$ cat config.mk
export PLATFORM = sky130hd
export DESIGN_NAME = aes_keyexp_ctrl
export DESIGN_NICKNAME = d
export VERILOG_FILES = /design/src/rtl/aes_keyexp_ctrl.sv
export SDC_FILE = /design/constraint.sdc
export NUM_CORES = 2
export LEC_CHECK = 0
export ABC_CLOCK_PERIOD_IN_PS = 5700
export CORE_ASPECT_RATIO = 2
export CORE_MARGIN = 2
export CORE_UTILIZATION = 62
export DETAILED_ROUTE_END_ITERATION = 10
export HOLD_SLACK_MARGIN = 0.03
export PLACE_DENSITY = 0.78
export SYNTH_ARGS = -nofsm -noshare
export SYNTH_HDL_FRONTEND = slang
export SYNTH_SLANG_ARGS = --single-unit
$ cat constraint.sdc
create_clock -name clk_i -period 5.7 [get_ports clk_i]
set_input_delay 1.14 -clock clk_i [delete_from_list [all_inputs] [get_ports clk_i]]
set_output_delay 1.14 -clock clk_i [all_outputs]
set_load 0.1 [all_outputs]
$ cat src/rtl/aes_keyexp_ctrl.sv
// AES-128 key expansion sequencer: one round per SUB/XOR pair,
// S-box borrowed over req/gnt, all 11 round keys held locally.
module aes_keyexp_ctrl #(
    parameter int NR = 10
) (
    input  logic         clk_i,
    input  logic         rst_n,
    input  logic         start_i,
    input  logic [127:0] key_i,
    output logic         sbox_req_o,
    input  logic         sbox_gnt_i,
    output logic [31:0]  sbox_in_o,
    input  logic [31:0]  sbox_out_i,
    input  logic [3:0]   rd_idx_i,
    output logic [127:0] rd_key_o,
    output logic         busy_o,
    output logic         done_o,
    output logic         key_valid_o
);

    typedef enum logic [2:0] {
        IDLE, LOAD, SUB, XOR, DONE
    } state_t;

    localparam logic [3:0] LAST = 4'(NR);

    state_t       state, state_nxt;
    logic [127:0] key_q;
    logic [127:0] rk [0:NR];
    logic [3:0]   round;
    logic [7:0]   rcon;
    logic [7:0]   rcon_nxt;
    logic [31:0]  t;
    logic         key_valid;
    logic [127:0] prev;
    logic [31:0]  n0, n1, n2, n3;

    assign prev     = rk[round - 4'd1];
    assign rcon_nxt = {rcon[6:0], 1'b0} ^ (rcon[7] ? 8'h1b : 8'h00);

    // Four-word XOR cascade over the previous round key
    assign n0 = t  ^ prev[127:96];
    assign n1 = n0 ^ prev[95:64];
    assign n2 = n1 ^ prev[63:32];
    assign n3 = n2 ^ prev[31:0];

    always_ff @(posedge clk_i or negedge rst_n) begin
        if (!rst_n) begin
            state     <= IDLE;
            round     <= 4'd0;
            rcon      <= 8'h01;
            t         <= '0;
            key_q     <= '0;
            key_valid <= 1'b0;
            for (int i = 0; i <= NR; i++) rk[i] <= '0;
        end else begin
            state <= state_nxt;
            unique case (state)
                IDLE: begin
                    if (start_i) begin
                        key_q     <= key_i;
                        key_valid <= 1'b0;
                    end
                end
                LOAD: begin
                    rk[0] <= key_q;
                    round <= 4'd1;
                    rcon  <= 8'h01;
                end
                SUB: begin
                    if (sbox_gnt_i) t <= sbox_out_i ^ {rcon, 24'h0};
                end
                XOR: begin
                    rk[round] <= {n0, n1, n2, n3};
                    rcon      <= rcon_nxt;
                    if (round != LAST) round <= round + 4'd1;
                end
                DONE: key_valid <= 1'b1;
                default: ;
            endcase
        end
    end

    always_comb begin
        state_nxt = state;
        unique case (state)
            IDLE: if (start_i) state_nxt = LOAD;
            LOAD: state_nxt = SUB;
            SUB:  if (sbox_gnt_i) state_nxt = XOR;
            XOR:  state_nxt = (round == LAST) ? DONE : SUB;
            DONE: state_nxt = IDLE;
            default: state_nxt = IDLE;
        endcase
    end

    assign busy_o      = (state != IDLE);
    assign done_o      = (state == DONE);
    assign key_valid_o = key_valid;
    assign sbox_req_o  = (state == SUB);
    assign sbox_in_o   = sbox_req_o ? {prev[23:0], prev[31:24]} : 32'h0;
    assign rd_key_o    = (rd_idx_i <= LAST) ? rk[rd_idx_i] : '0;

endmodule

==> metrics.cfg <==
[yosys]
synth.avg_cell_area_um2=10.3
synth_ff_type=dfrtp_1
ys_types=54
yosysTopAreaCellShare_pct=48.8
synth-edff-count=0
synth-async-reset-ratio_pct=100
syn_nets=8049
synth_area_leaders=dfrtp_1 (49%), mux4_2 (13%), nand2_1 (8.3%)
yosysWarnings=0
synth_top_area_cell=dfrtp_1
synth-seq-cells=1584
syn_inst=7877
yosysSeqAreaShare_pct=48.8
synthesis.area_um2=81200

[critical_path]
startpoint=round[0]
critical_path_class=reg2out
cp_max_fo=56
crit_required_ns=4.56
cp-start-kind=flip-flop
r2r_start=round[1]
arrival_ns=4.23
setup.worst_path.end_class=primary output

[global_route]
antenna_found_initial=5
grt_usage_pct=43.3
grt_overflow=0
grt_pass1_vias=69000
grt_max_degree=211
grt_pass1_wl_mm=430

[clocking]
ctsRootBufferMaster=clkbuf_16
clk_latency_ns=0.79
cts_tree=yes
clkTransAtPathRegs_ns=0.07
holdBufCountCts=0
cts_buffer_depth=3
numCtsBuffers=141
h-tree-depth=4
cts_sinks=1584
cts_resized=0
postCtsSetupRepairBufs=0

[layout]
area_growth_pct=13.7
nets=7970
layout-drive-gt1-share_pct=16.9
final_core_util_pct=71.1

[min_path]
hp-class=in2async

[floorplanning]
io_pins=332
row_count=187
initial_core_util_pct=62.5
die_x_um=260
die_area_um2=134000
die_height_um=516
coreArea_um2=130000

[detailed_routing]
final_antenna_net_count=0
firstDrtPassIters=9
drcViolationCount=0
viasPerCell=7.08
dr_total_vias=68000
drt-total-wl_mm=285
routedWlPerCell_um=29.7
dr.first_iter.drc_count=8862

[placement]
place_ws_ns=0.758
io_buffers=331
dpl.hpwl_mm=176
gp_congestion=0.941

[sta]
drv_slew=5
rsz0062_at_grt=false
fmax_mhz=186
hold_viol=0
fin_crit_sh_pct=94.2
fin_setup_tns_ns=0
skew_ns=0.0271
tightest_slew_ns=1.52
setup_ws_ns=0.331
holdWs_ns=0.332
setup-violations-final=0
min_period_ns=5.37
slew_headroom_pct=-2.09

[run]
drv_cap=1

[outcome]
status=complete, but fails checks
violations=max-capacitance violations, max-slew violations

## flip-flops by register name, summed over array words and instances, names as in the netlist
register,count
rk,1408
key_q,128
t,32
rcon,8
round,4
state,3
key_valid_o,1
## routing by layer
layer | up-vias | track usage, % | wire, um
li1 | 27800 | - | -
met1 | 33400 | 51.1 | 90100
met2 | 5366 | 65.6 | 130000
met3 | 1425 | 12.3 | 35600
met4 | 6 | 36.2 | 28800
met5 | - | 0 | 28
## stage by stage
step                      instance area, um2  instances
after CTS                              92300       9604
final                                  92300       9607
after floorplan                        81300       7877
after global placement                 87800       9355
after global routing                   92300       9605
after detailed placement               87800       9356
## cell families after synthesis
| kind of cell | count (synthesis) | share of synthesized area (%) |
|---|---|---|
| AND/OR/NAND/NOR | 2208 | 10.6 |
| AO/OA/AOI/OAI | 2140 | 14.6 |
| flip-flops | 1584 | 48.8 |
| multiplexers | 952 | 19.4 |
| buffers and inverters | 815 | 4.12 |
| XOR/XNOR | 174 | 2.50 |
| adder cells (fa/ha/maj) | 4 | 0.0616 |
## Yosys cell counts, types with 2 or more instances
cell type,count
nand2_1,1786
dfrtp_1,1583
o21ai_0,1100
clkbuf_1,631
mux4_2,460
mux2i_1,384
o21ai_1,273
nor2_1,272
a21oi_1,264
o22ai_1,192
xnor2_1,106
a22oi_1,96
mux2_2,88
buf_2,79
nand3_1,65
a31oi_1,64
and3_1,64
buf_1,62
xnor2_2,62
a211oi_1,53
o2111ai_1,32
o32ai_1,32
buf_4,22
mux4_1,20
o21ai_2,15
buf_6,13
a211oi_2,12
inv_1,6
ha_1,4
xor2_1,4
nand2b_1,3
nor3_1,3
nor3b_1,3
a21o_1,2
and2_1,2
nor2b_1,2
## cells in the final DEF, fill, tap and decap left out, types with 6 or more instances in the layout
master	count
a21oi_1	264
buf_4	203
o21ai_2	15
o2111ai_1	32
nand2_1	1775
nand3_1	65
and3_1	64
xnor2_2	62
o21ai_1	273
clkbuf_16	144
inv_1	6
o21ai_0	1100
a22oi_1	96
xnor2_1	105
o32ai_1	32
o22ai_1	192
a211oi_2	12
clkinv_2	21
nand2_4	11
clkdlybuf4s50_1	165
nor2_1	238
buf_12	212
a211oi_1	53
dfrtp_1	1581
mux4_2	460
mux2_2	88
clkbuf_8	26
nor2_2	32
mux4_1	20
a31oi_1	64
mux2i_1	384
clkbuf_1	42
bufinv_16	7
## final timing paths
check | end | slack [ns] | cells after the start
hold reg to reg | key_q[101] | 0.48 | 2
setup reg to reg | rk[1031] | 0.35 | 12
setup / recovery | sbox_in_o[10] | 0.33 | 8
max in group asynchronous | round[0] | 3.75 | 2
hold / removal | rk[1051] | 0.33 | 1
min in group clk_i | key_q[101] | 0.48 | 2
## area by class of cell
| cell class | count | area [um2] |
|---|---|---|
| diodes | 3 | 7.51 |
| clock buffers | 211 | 4110 |
| clock inverters | 37 | 417 |
| fillers | 9128 | 37500 |
| inverters | 7 | 27.5 |
| multi-input cells | 5478 | 38500 |
| flip-flops and latches | 1584 | 39600 |
| well taps | 1701 | 2130 |
| repair buffers | 586 | 7520 |
## critical path, stage by stage, from the launching register on
cell     delay, ns
dfrtp_4       0.51
buf_12        0.43
buf_4         0.74
mux4_2        0.60
nand2_1       0.08
a21oi_1       0.10
a31oi_1       0.53
nor2_2        0.15
buf_12        0.21
Power is not shown: default switching activity piles up to over one toggle a cycle in this logic, so the estimate is an artifact.
